--- src/rtl/wb_timer_intc.sv ---
// Wishbone pipelined slave: NTIMER 32-bit interval timers sharing one prescaler,
// with write-1-to-clear pending flags and registered per-timer interrupt lines.
module wb_timer_intc #(
   parameter int unsigned NTIMER = 3,
   parameter int unsigned AWIDTH = 8
) (
   input  logic              clk_i,
   input  logic              rst_i,
   input  logic [31:0]       adr_i,
   input  logic [31:0]       dat_i,
   output logic [31:0]       dat_o,
   input  logic              we_i,
   input  logic [3:0]        sel_i,
   input  logic              cyc_i,
   input  logic              stb_i,
   output logic              ack_o,
   output logic              stall_o,
   output logic [NTIMER-1:0] irq_o
);

   localparam int unsigned WW = AWIDTH - 2;

   logic [WW-1:0]     w_word;
   logic              w_acc;
   logic              w_wr;
   logic              w_tick;
   logic              w_sel_status;
   logic              w_sel_enable;
   logic              w_sel_prescale;
   logic [NTIMER-1:0] w_sel_count;
   logic [NTIMER-1:0] w_sel_compare;
   logic [NTIMER-1:0] w_sel_ctrl;
   logic [NTIMER-1:0] w_match;
   logic [NTIMER-1:0] w_clr;
   logic [31:0]       w_rdata;
   logic              w_unused;

   logic [NTIMER-1:0] r_pending;
   logic [NTIMER-1:0] r_enable;
   logic [NTIMER-1:0] r_run;
   logic [NTIMER-1:0] r_reload;
   logic [NTIMER-1:0] r_irq;
   logic [15:0]       r_prescale;
   logic [15:0]       r_pcnt;
   logic [31:0]       r_count   [NTIMER];
   logic [31:0]       r_compare [NTIMER];
   logic              r_ack;
   logic [31:0]       r_dat;

   function automatic logic [31:0] f_merge(input logic [31:0] old_v,
                                           input logic [31:0] new_v,
                                           input logic [3:0]  lanes);
      logic [31:0] v;
      for (int unsigned b = 0; b < 4; b++)
         v[8*b +: 8] = lanes[b] ? new_v[8*b +: 8] : old_v[8*b +: 8];
      return v;
   endfunction

   assign w_word   = adr_i[AWIDTH-1:2];
   assign w_acc    = cyc_i & stb_i;
   assign w_wr     = w_acc & we_i;
   assign w_tick   = (r_pcnt == r_prescale);
   assign w_unused = ^{adr_i[31:AWIDTH], adr_i[1:0]};

   always_comb begin
      w_sel_status   = (w_word == WW'(0));
      w_sel_enable   = (w_word == WW'(1));
      w_sel_prescale = (w_word == WW'(2));
      w_sel_count    = '0;
      w_sel_compare  = '0;
      w_sel_ctrl     = '0;
      for (int unsigned i = 0; i < NTIMER; i++) begin
         w_sel_count[i]   = (w_word == WW'(4*i + 4));
         w_sel_compare[i] = (w_word == WW'(4*i + 5));
         w_sel_ctrl[i]    = (w_word == WW'(4*i + 6));
      end
   end

   always_comb begin
      w_rdata = '0;
      if (w_sel_status)   w_rdata[NTIMER-1:0] = r_pending;
      if (w_sel_enable)   w_rdata[NTIMER-1:0] = r_enable;
      if (w_sel_prescale) w_rdata[15:0]       = r_prescale;
      for (int unsigned i = 0; i < NTIMER; i++) begin
         if (w_sel_count[i])   w_rdata = r_count[i];
         if (w_sel_compare[i]) w_rdata = r_compare[i];
         if (w_sel_ctrl[i])    w_rdata[1:0] = {r_reload[i], r_run[i]};
      end
   end

   // A bus write to COUNT_i in a tick cycle suppresses that cycle's compare.
   always_comb begin
      w_match = '0;
      for (int unsigned i = 0; i < NTIMER; i++)
         w_match[i] = w_tick & r_run[i] & (r_count[i] == r_compare[i])
                      & ~(w_wr & w_sel_count[i]);
      w_clr = (w_wr & w_sel_status & sel_i[0]) ? dat_i[NTIMER-1:0] : '0;
   end

   always_ff @(posedge clk_i or negedge rst_i) begin
      if (!rst_i) begin
         r_prescale <= '0;
         r_pcnt     <= '0;
      end else begin
         if (w_wr && w_sel_prescale) begin
            if (sel_i[0]) r_prescale[7:0]  <= dat_i[7:0];
            if (sel_i[1]) r_prescale[15:8] <= dat_i[15:8];
            r_pcnt <= '0;
         end else if (w_tick) begin
            r_pcnt <= '0;
         end else begin
            r_pcnt <= r_pcnt + 16'd1;
         end
      end
   end

   always_ff @(posedge clk_i or negedge rst_i) begin
      if (!rst_i) begin
         r_run    <= '0;
         r_reload <= '0;
         for (int unsigned i = 0; i < NTIMER; i++) begin
            r_count[i]   <= '0;
            r_compare[i] <= '0;
         end
      end else begin
         for (int unsigned i = 0; i < NTIMER; i++) begin
            if (w_wr && w_sel_count[i]) begin
               r_count[i] <= f_merge(r_count[i], dat_i, sel_i);
            end else if (w_tick && r_run[i]) begin
               if (r_count[i] == r_compare[i]) begin
                  if (r_reload[i]) r_count[i] <= '0;
               end else begin
                  r_count[i] <= r_count[i] + 32'd1;
               end
            end
            if (w_wr && w_sel_compare[i])
               r_compare[i] <= f_merge(r_compare[i], dat_i, sel_i);
            // Bus CTRL write has priority over the one-shot RUN clear.
            if (w_wr && w_sel_ctrl[i] && sel_i[0]) begin
               r_run[i]    <= dat_i[0];
               r_reload[i] <= dat_i[1];
            end else if (w_match[i] && !r_reload[i]) begin
               r_run[i] <= 1'b0;
            end
         end
      end
   end

   always_ff @(posedge clk_i or negedge rst_i) begin
      if (!rst_i) begin
         r_pending <= '0;
         r_enable  <= '0;
         r_irq     <= '0;
      end else begin
         r_pending <= (r_pending & ~w_clr) | w_match;
         if (w_wr && w_sel_enable && sel_i[0]) r_enable <= dat_i[NTIMER-1:0];
         r_irq <= r_pending & r_enable;
      end
   end

   always_ff @(posedge clk_i or negedge rst_i) begin
      if (!rst_i) begin
         r_ack <= 1'b0;
         r_dat <= '0;
      end else begin
         r_ack <= w_acc;
         if (w_acc && !we_i) r_dat <= w_rdata;
      end
   end

   assign ack_o   = r_ack & cyc_i;
   assign dat_o   = r_dat;
   assign stall_o = 1'b0;
   assign irq_o   = r_irq;

endmodule

--- config.mk ---
export PLATFORM = sky130hd
export DESIGN_NAME = wb_timer_intc
export DESIGN_NICKNAME = d
export VERILOG_FILES = /design/src/rtl/wb_timer_intc.sv
export SDC_FILE = /design/constraint.sdc
export NUM_CORES = 1
export LEC_CHECK = 0
export BUFFER_PORTS_ARGS = -buffer_cell sky130_fd_sc_hd__buf_2
export CORE_ASPECT_RATIO = 0.5
export CORE_UTILIZATION = 60
export CTS_CLUSTER_SIZE = 25
export DETAILED_ROUTE_END_ITERATION = 10
export GPL_ROUTABILITY_DRIVEN = 0
export PLACE_DENSITY = 0.82
export SLEW_MARGIN = 20
export SYNTH_ARGS = -nofsm -noshare
export SYNTH_HDL_FRONTEND = slang
export SYNTH_SLANG_ARGS = --single-unit
--- constraint.sdc ---
create_clock -name clk_i -period 4.1 [get_ports clk_i]
set_input_delay 0 -clock clk_i [delete_from_list [all_inputs] [get_ports clk_i]]
set_output_delay 0 -clock clk_i [all_outputs]
set_load 0.005 [all_outputs]
Word-level counts from Yosys, hierarchy flattened
Cells that the tools add are included.

storage, ports and cells
  ROM bits = 0
  memories = 0
  output and inout port bits = 37
  latch bits = 0
  bits in registers = 272
  input port bits = 73
  RAM bits = 0
  logic and storage cells = 192

cells by class
  $mul = 0
  bitwise gates (word level) = 24
  div/mod/pow operators = 0
  reduce and logical (&&, ||, !) cells = 59
  $lt $le $gt $ge = 0
  add/sub/neg operators = 4
  mux-type cells = 37
  eq/ne operators = 30
  shift operators = 0

operator list
  kind                                                                      number
  32-bit 2-to-1 mux                                                         18
  32-bit by 1-bit adder with 32-bit output (second input constant)          3
  32-bit == test                                                            3
  16-bit 2-to-1 mux                                                         3
  6-bit by 4-bit == test with 1-bit output (second input constant)          6
  3-bit AND reduction                                                       12
  8-bit 2-to-1 mux                                                          4
  2-bit AND reduction                                                       14
  2-bit inequality test (second input constant)                             12
  1-bit logical AND                                                         22
  6-bit by 3-bit == test with 1-bit output (second input constant)          3
  1-bit bitwise AND                                                         17
  16-bit by 1-bit adder with 16-bit output (second input constant)          1
  16-bit == test                                                            1
  2-bit nonzero test                                                        6
  3-bit 2-to-1 mux                                                          3
  3-bit bitwise AND                                                         2
  6-bit by 1-bit == test with 1-bit output (second input constant)          1
  6-bit by 2-bit == test with 1-bit output (second input constant)          1
  6-bit logical NOT                                                         1
  1-bit 2-to-1 mux                                                          6
  2-bit 2-to-1 mux                                                          3
  3-bit by 2-bit inequality test with 1-bit output (second input constant)  2
  1-bit logical NOT                                                         4
  other kinds (4)                                                           6

Logic depth before layout (Yosys ltp)
Gate-level depths: netlist of run 1.

  word-level depth = 13
  mapped depth = 10
  mapped depth without buffers = 8

Least setup slack after synthesis of run 1
No wires, ideal clock.

  kind = register to register
  start point = register r_count[5] in the netlist's numbering
  end point = register r_count[0] in the netlist's numbering
  arrival time = 2.105 ns
  required time = 3.975 ns
  stages on the path, launching flop included = 11
  setup slack = 1.871 ns
  setup time = 0.125 ns
  cells stage by stage = dfrtp_1 clkbuf_1 xnor2_1 nand4_1 nor4_1 nand2_1 nand2_1 buf_2 buf_4 o21ai_0 mux2_2

on the way
  longest elaborated chain between the ends = 4
  elaborated cells on any way between the ends = 6
  classes of those cells = eq/ne (2); mux (3); reduce/logical (1)

ends and longest elaborated chain
  item                               RTL line  text
  from (decl)                        45        logic [31:0] r_count [NTIMER];
  from (signal, indexed assignment)  128       r_count[i] <= f_merge(r_count[i], dat_i, sel_i);
  from (signal, indexed assignment)  133       r_count[i] <= r_count[i] + 32'd1;
  32-bit == test *                   130       if (r_count[i] == r_compare[i]) begin
  32-bit 2-to-1 mux                  130
  32-bit 2-to-1 mux                  129       end else if (w_tick && r_run[i]) begin
  32-bit 2-to-1 mux                  127       if (w_wr && w_sel_count[i]) begin

Mark *: on every way between the ends. The rest lies on a longest branch, timed or not. The select of a mux whose other input is x is not followed.
A chain may end at the register's enable or synchronous reset.

Worst setup path after layout of run 1
  start point = register r_count[64] in the netlist's numbering
  end point = register r_count[75] in the netlist's numbering

on the way
  longest elaborated chain between the ends = 4
  elaborated cells on any way between the ends = 7
  classes of those cells = add/sub (1); eq/ne (2); mux (3); reduce/logical (1)

ends and longest elaborated chain
  item                                                                               RTL line
  32-bit by 1-bit adder with 32-bit output / 32-bit == test (equally long branches)  133, 130
  32-bit 2-to-1 mux                                                                  130
  32-bit 2-to-1 mux                                                                  129
  32-bit 2-to-1 mux                                                                  127

Several ways; a longest one is shown, not always the timed one. The select of a mux whose other input is x is not followed.

==> results of run 1 <==
[layout by cell type (no fill, tap or decap), types with 10 or more instances in the layout]
master / count
sky130_fd_sc_hd__nor2_2: 19
sky130_fd_sc_hd__a21oi_1: 42
sky130_fd_sc_hd__nand4_1: 42
sky130_fd_sc_hd__inv_1: 50
sky130_fd_sc_hd__a22oi_1: 42
sky130_fd_sc_hd__dfrtp_1: 272
sky130_fd_sc_hd__a221oi_1: 23
sky130_fd_sc_hd__o31a_1: 16
sky130_fd_sc_hd__xnor2_1: 117
sky130_fd_sc_hd__buf_4: 25
sky130_fd_sc_hd__nand3_1: 69
sky130_fd_sc_hd__a21o_1: 15
sky130_fd_sc_hd__o41ai_1: 10
sky130_fd_sc_hd__buf_2: 81
sky130_fd_sc_hd__nor2_1: 76
sky130_fd_sc_hd__a22o_1: 72
sky130_fd_sc_hd__and3_1: 36
sky130_fd_sc_hd__o31ai_1: 31
sky130_fd_sc_hd__dlygate4sd3_1: 36
sky130_fd_sc_hd__o21ai_0: 97
sky130_fd_sc_hd__nor3_1: 20
sky130_fd_sc_hd__mux2_2: 118
sky130_fd_sc_hd__clkbuf_16: 25
sky130_fd_sc_hd__and2_1: 13
sky130_fd_sc_hd__a31oi_1: 21
sky130_fd_sc_hd__nand2_1: 203
sky130_fd_sc_hd__a32oi_1: 12
sky130_fd_sc_hd__o22ai_1: 53
[tightest hold or removal path: stages]
cell and delay (ps):
sky130_fd_sc_hd__buf_2 90, sky130_fd_sc_hd__nor2b_1 40, sky130_fd_sc_hd__buf_4 210, sky130_fd_sc_hd__nor2_1 110
sky130_fd_sc_hd__a41oi_1 50
[final timing paths]
check | end | cells after the start | slack [ps]
worst max-delay path | r_count[75] | 7 | 780
worst min-delay path | dat_o[31] | 5 | 10
worst max register to register | r_count[75] | 7 | 780
worst min register to register | dat_o[4] | 1 | 480
max in group asynchronous | r_compare[2] | 3 | 2740
min in group asynchronous | r_count[29] | 2 | 150
[routing by layer]
metal	routed length, um	track usage [%]
met1	21200	57.7
met2	22100	54.7
met3	9840	17.0
met4	1590	9.52
met5	87	2.39
[power by group through the flow]
stage	Clock [mW]	Combinational (mW)	Sequential [mW]
3_5_place_dp	0	0.690	2.97
2_1_floorplan	0	0.416	2.92
3_3_place_gp	0	0.675	2.96
6_report	2.47	0.753	2.93
4_1_cts	2.44	0.725	2.92
5_1_grt	2.55	0.811	2.93
[synthesized netlist by cell type, drive strengths merged, types with 21 or more instances]
master | count | area share, %
o22ai | 53 | 2.0
nor3 | 21 | 0.68
inv | 50 | 1.2
a221oi | 23 | 1.2
a31oi | 21 | 0.81
o31ai | 31 | 1.4
nand3 | 69 | 2.1
clkbuf | 72 | 1.7
a22oi | 42 | 1.9
mux2 | 119 | 8.3
o21ai | 106 | 3.3
nand4 | 42 | 1.6
a21oi | 45 | 1.4
nand2 | 208 | 4.9
nor2 | 97 | 2.7
and3 | 36 | 1.4
buf | 44 | 1.6
a22o | 72 | 3.9
xnor2 | 117 | 6.3
dfrtp | 272 | 42
[state kept, by name, summed over array words and instances (netlist names), 3 cells and up]
register	flops
dat_o	32
irq_o	3
r_compare	96
r_count	96
r_enable	3
r_pcnt	16
r_pending	3
r_prescale	16
r_reload	3
r_run	3
[logic make-up (layout without fill, tap and decap cells)]
family                   Yosys count  after routing  share of synthesized area [%]
AND/OR/NAND/NOR                  535            535                           16.2
AO/OA/AOI/OAI                    506            506                           22.1
flip-flops                       272            272                           42.0
buffers and inverters            166            236                           4.43
XOR/XNOR                         122            122                           6.60
multiplexers                     119            119                           8.28
adder cells (fa/ha/maj)            4              4                          0.309
other                              1              1                         0.0232
[layout make-up]
type	instances	area, um^2	area share (%)
Sequential cell	272	6810	38.0
Inverter	50	188	1.05
Multi-Input combinational cell	1287	8670	48.4
Tap cell	352	440	2.46
Clock inverter	8	95.1	0.530
Clock buffer	34	739	4.12
Timing Repair Buffer	144	988	5.51
==> results summary, run 1 <==
The average cell area after synthesis is 9.39 um^2. On the final layout, the worst hold slack is 13.7 ps. The required arrival time at the worst endpoint is 4540 ps. The signal on the critical path passes through xnor2_1 > nand4_1 > nor4_1 > nand2_1 > o211ai_2 > nand2_1 > a22o_1. The sequential fraction of the synthesis area came out at 42.0%. The worst-path maximum fanout came out at 14. Pin placement for this block handled 110 I/O pins.

The relative slew slack came out at 25.8%. Setup violations remaining at the end of the flow were counted as 0. Setup repair after global routing left no endpoint under its margin.

The count of nets left with antenna violations once routing finished came out at 0. The fraction of the core area covered by cells at the end of the flow came out at 67.7%. The total of max-cap violations came out at 0. The die span in y came out at 118 um.

The hold path startpoint is we_i. In this run the worst setup path begins at r_count[64]. The worst setup path is captured at a flop. The final setup slack of the worst path came out at 778 ps. The wire length after detailed routing came out at 54800 um. For this run, the leading register cell type out of synthesis is sky130_fd_sc_hd__dfrtp_1. The net switching fraction of the power came out at 27.8%.

The synthesized netlist net count is 1802. The final cycle utilization of the critical path came out at 81.0%. The H-tree level count came out at 1. The path type of the worst setup path is reg2reg. The via count of the first global-routing pass came out at 14.4k. Entering global routing, the biggest net connects 125 pins.

The layout has 2000 filler cells. The number of cells produced by synthesis is 1725. The clock sink total is 272.

The maximum ir drop on the vdd rail is 0.260 mV. The slew at the pin with the worst max-slew slack is 1110 ps. The post-synthesis cell type count is 77.

The number of DRC violations after detailed routing is 0. Among all stages on the critical path, the largest delay is contributed by sky130_fd_sc_hd__o211ai_2. For this design the static power due to leakage is 7.62 nW.

The finished layout holds 2147 standard cells, fillers aside. The largest single stage delay on the critical path is 670 ps. The die width came out at 234 um. The buffers inserted during post-CTS setup optimization is 0. The number of synthesized flops with an enable pin is 0. The number of vias per cell is 7.12. TritonCTS built the clock tree. The post-route setup TNS is 0 ps. The global-route wire length before repair is 84500 um. The switching power of the nets came out at 1.71 mW. The worst setup skew after layout came out at 30.5 ps. After global routing the overflow that remains totals 0. The post-cts repair resize count is 0. Global routing used 39.9% of the available tracks.

The root cell of the clock tree is sky130_fd_sc_hd__clkbuf_16. The core area came out at 26500 um^2. For this configuration, the core starts out at a cell density of 61.1%.

The worst setup path is launched from a flop. The path class of the tightest hold or removal check is in2reg. The dominant delay contributor by cell family on the critical path is simple AND/OR/NAND/NOR gates. At the placement stage, the worst setup path has a slack of 1070 ps. The overall power is 6.15 mW. The clock transition at the registers of the reported paths came out at 70 ps. Detailed placement finished with a half-perimeter wire length of 38800 um.

Port buffering added 82 buffers. The clock network power share came out at 40.2%. The area after detailed placement is 16700 um^2. The final design area excluding fillers came out at 17900 um^2. The row count is 42. The count of vias placed by the detailed router came out at 15.3k. The sequential group share of total power is 47.6%.

The synthesized netlist occupies a cell area of 16200 um^2. The internal power is 4.44 mW. The worst path in the final design needs a cycle of 3320 ps, including I/O delays and setup.

After the last flow step, the layout net total stands at 1857. The number of buffers created by CTS is 25. The final routed wire length divided by cell count is 25.5 um.

For this design, the CTS-stage hold fixing added 36 buffers. In this run, the number of DRC markers left after iteration 0 of detailed routing was 2735. The number of max-slew violations in the final report came to 0. The worst-skew pair later-pin latency is 560 ps. The most numerous cell type found on the critical path is sky130_fd_sc_hd__nand2_1. Static timing analysis puts the maximum clock frequency at 0.301 GHz. The count of final hold-check violations came out at 0. The share of flip-flops with an asynchronous set or reset came out at 100%. The combinational fraction of design power is 12.2%.

The total inserted antenna cells is 0. The worst path buffer plus inverter count came out at 0. The fraction of layout instances using a drive strength above 1 is 17.5%. The floorplan step defined a die boundary enclosing 27700 um^2. The Yosys warning count came out at 0.

The number of antenna violations at the first check in global routing was 1. Including well taps, the total number of placed cells is 2069. In this run the critical register-to-register path is launched from r_count[64]. The worst endpoint data arrival time is 3760 ps. No sink is reached through more buffers than the 3 on the longest clock path.

The run finished with clean final reports. The flip-flop and latch count after synthesis came out at 272. The first TritonRoute pass finished after 9 iterations. From synthesis to final layout, the design area changed by 10.7%. The power per cell area is 343 nW/um^2.
Note: power is estimated with default switching activity, not from simulation.
==> inputs of run 2 (changes only) <==
- clock period: 4.1 -> 3.1 ns (I/O delays scaled with it)
==> run 2 against run 1 <==
Effect of this change: sequential cell count unchanged; combinational power up 38%; clock power up 35%; highest routed layer is now met4; non-clock buffer count up 56; core utilization up 1.8 points; largest cell class unchanged; sequential share of layout area down 0.97 points; design area up 2.6%; worst setup slack worse by 570 ps; die area unchanged; final cell count up 2.7%; critical path type unchanged; largest power group unchanged; routed wire length up 2.2%; fmax up 15%.
==> results summary, run 2 (synthesis gave the netlist of run 1 again) <==
The die span in y is 118 um (unchanged). The fraction of layout instances using a drive strength above 1 was 19.9% (+2.4 points). The overall track demand over capacity in global routing is 40.5% (+0.61 points).

The root cell of the clock tree is sky130_fd_sc_hd__clkbuf_16. The number of top-level design ports was 110 (unchanged). The highest attainable clock frequency is 0.346 GHz (+15%). The total half-perimeter wirelength after legalization and detailed placement is 40300 um (+3.8%). The core area is 26500 um^2 (unchanged). The overall power is 8.23 mW (+34%). The area growth from synthesis to layout is 13.6%.

The number of max-slew violations in the final report is 0 (unchanged). The final cycle utilization of the critical path was 93.3% (+12 points). The relative slew slack came out at 22.6% (-3.3 points). The path type of the worst setup path is reg2reg.

The number of vias per cell was 7.12 (about the same). The final antenna-violating net count is 0 (unchanged). The total iterations of the first detailed-routing run was 11 (+2).

The worst endpoint data arrival time is 3380 ps (-380 ps). The classification of the worst-slack hold path is in2reg. The required arrival time at the worst endpoint came to 3590 ps (-950 ps). The via count of the first global-routing pass is 14.4k (+0.31%). The clock sink total is 272 (unchanged). The final-report setup violation count came out at 0 (unchanged).

The row count is 42 (unchanged). The top cell types in the final layout, fill and taps aside, are sky130_fd_sc_hd__dfrtp_1, sky130_fd_sc_hd__nand2_1, sky130_fd_sc_hd__mux2_2. The area of the die came out at 27700 um^2 (unchanged). The pre-CTS setup slack was 193 ps (-878 ps).

The global-route wire length before repair came to 85100 um (+0.66%). The count of vias placed by the detailed router is 15.7k (+2.6%). The number of input and output port buffers inserted came out at 82 (unchanged). The die width came out at 234 um (unchanged).

Setup repair after global routing left no endpoint under its margin. The number of DRC violations after detailed routing came to 0 (unchanged). The detailed router's first-iteration violation count came out at 2933 (+7.2%). The H-tree level count is 1 (unchanged). STA classifies the critical path endpoint as a flop.

STA classifies the critical path startpoint as a flop. The run finished with clean final reports. The number of nets in the layout came out at 1913 (+3.0%). The slew at the pin with the worst max-slew slack is 1160 ps (+48.8 ps). The post-route setup TNS came out at 0 ps (unchanged).

The worst-skew pair later-pin latency came out at 560 ps (about the same). The global route total overflow came to 0 (unchanged). The number of buffers created by CTS came out at 25 (unchanged). The final setup slack of the worst path was 209 ps (-569 ps).

The clock transition at the registers of the reported paths came out at 70 ps (about the same). The power per cell area came out at 447 nW/um^2 (+30%). The time the worst path needs with I/O delays and setup is 2890 ps (-431 ps). The worst setup skew after layout is 13.4 ps (-17.1 ps). The number of antenna violations at the first check in global routing is 0 (-1).

The number of cells on the worst hold path came out at 3 (-2). The starting density of the core is 61.1% (unchanged). The final routed wire length divided by cell count came out at 25.4 um (-0.45%). The number of buffers between clock root and the deepest sink is 3 (unchanged). The maximum number of pins on one net before global-route repair is 106 (-15%). The worst-case reg-to-reg path depth came out at 7 (unchanged). The most frequent standard cell in the layout excluding fill and tap cells is sky130_fd_sc_hd__dfrtp_1. The maximum ir drop on the vdd rail is 0.353 mV (+36%). The total inserted antenna cells is 0 (unchanged). The wire length after detailed routing is 56000 um (+2.2%).

The total of max-cap violations is 0 (unchanged). The count of final hold-check violations is 0 (unchanged). The leakage power summed over all cells is 7.92 nW (+3.8%). TritonCTS built the clock tree. The worst-path maximum fanout is 9 (-5).
[run 2: cell count changes in the layout (fill, tap and decap cells not counted), sizes merged]
cell         previous run  this run
buf                   108       163
bufinv                  2         4
clkbuf                 34        32
clkinv                  4         5
clkinvlp                2         1
dlygate4sd3            36        37
inv                    50        51
[run 2: final cells by class]
cell class,instances,area (um^2)
clock buffer,32,682
multi-input combinational,1287,8680
tap,352,440
sequential,272,6810
clock inverter,11,168
fill,1935,8090
inverter,50,188
timing repair buffer,200,1440
[run 2: power breakdown]
part           internal, mW  switching, mW  total, mW
Clock                  1.89           1.44       3.33
Sequential             3.68          0.179       3.86
Combinational         0.391          0.649       1.04
[run 2: timing repair]
action,4_1_cts,5_1_grt
hold endpoints to repair,290,0
buffers inserted,0,0
hold buffers,37,0
resized for setup,0,1
endpoints found under the setup margin,0,8
[run 2: worst paths after layout]
path / endpoint / slack (ps) / startpoint
worst max-delay path: r_count[43] / 210 / r_prescale[0]
worst min-delay path: dat_o[0] / 50 / adr_i[5]
worst max register to register: r_count[43] / 210 / r_prescale[0]
worst min register to register: dat_o[15] / 470 / dat_o[15]
max in group asynchronous: r_enable[1] / 2060 / rst_i
min in group asynchronous: r_count[28] / 80 / rst_i
[run 2: routing by layer]
layer / share of wire (%) / up-vias / GRT usage (%)
met1: 38 / 7512 / 57.6
met3: 19 / 228 / 19.3
li1: - / 6610 / -
met4: 3.5 / 0 / 11.0
met5: 0 / - / 0
met2: 40 / 1341 / 54.8
[run 2: worst max-delay path, stage by stage, from the launching register on]
cell,delay (ps)
sky130_fd_sc_hd__dfrtp_1,490
sky130_fd_sc_hd__xnor2_1,260
sky130_fd_sc_hd__nand4_1,200
sky130_fd_sc_hd__nor4_4,530
sky130_fd_sc_hd__buf_4,270
sky130_fd_sc_hd__a31oi_2,240
sky130_fd_sc_hd__nor2_1,590
sky130_fd_sc_hd__a22o_1,240
[run 2: per-stage QoR]
step / util [%] / hold WS (ps) / instance area (um^2) / std cells
final: 69.5 / 53.8 / 18400 / 2204
after global routing: 69.5 / 96.0 / 18400 / 2204
after CTS: 69.4 / 21.2 / 18400 / 2204
after detailed placement: 64.8 / 96.7 / 17200 / 2124
after global placement: 64.8 / 98.5 / 17200 / 2124
after floorplan: - / -296 / 16200 / 1725
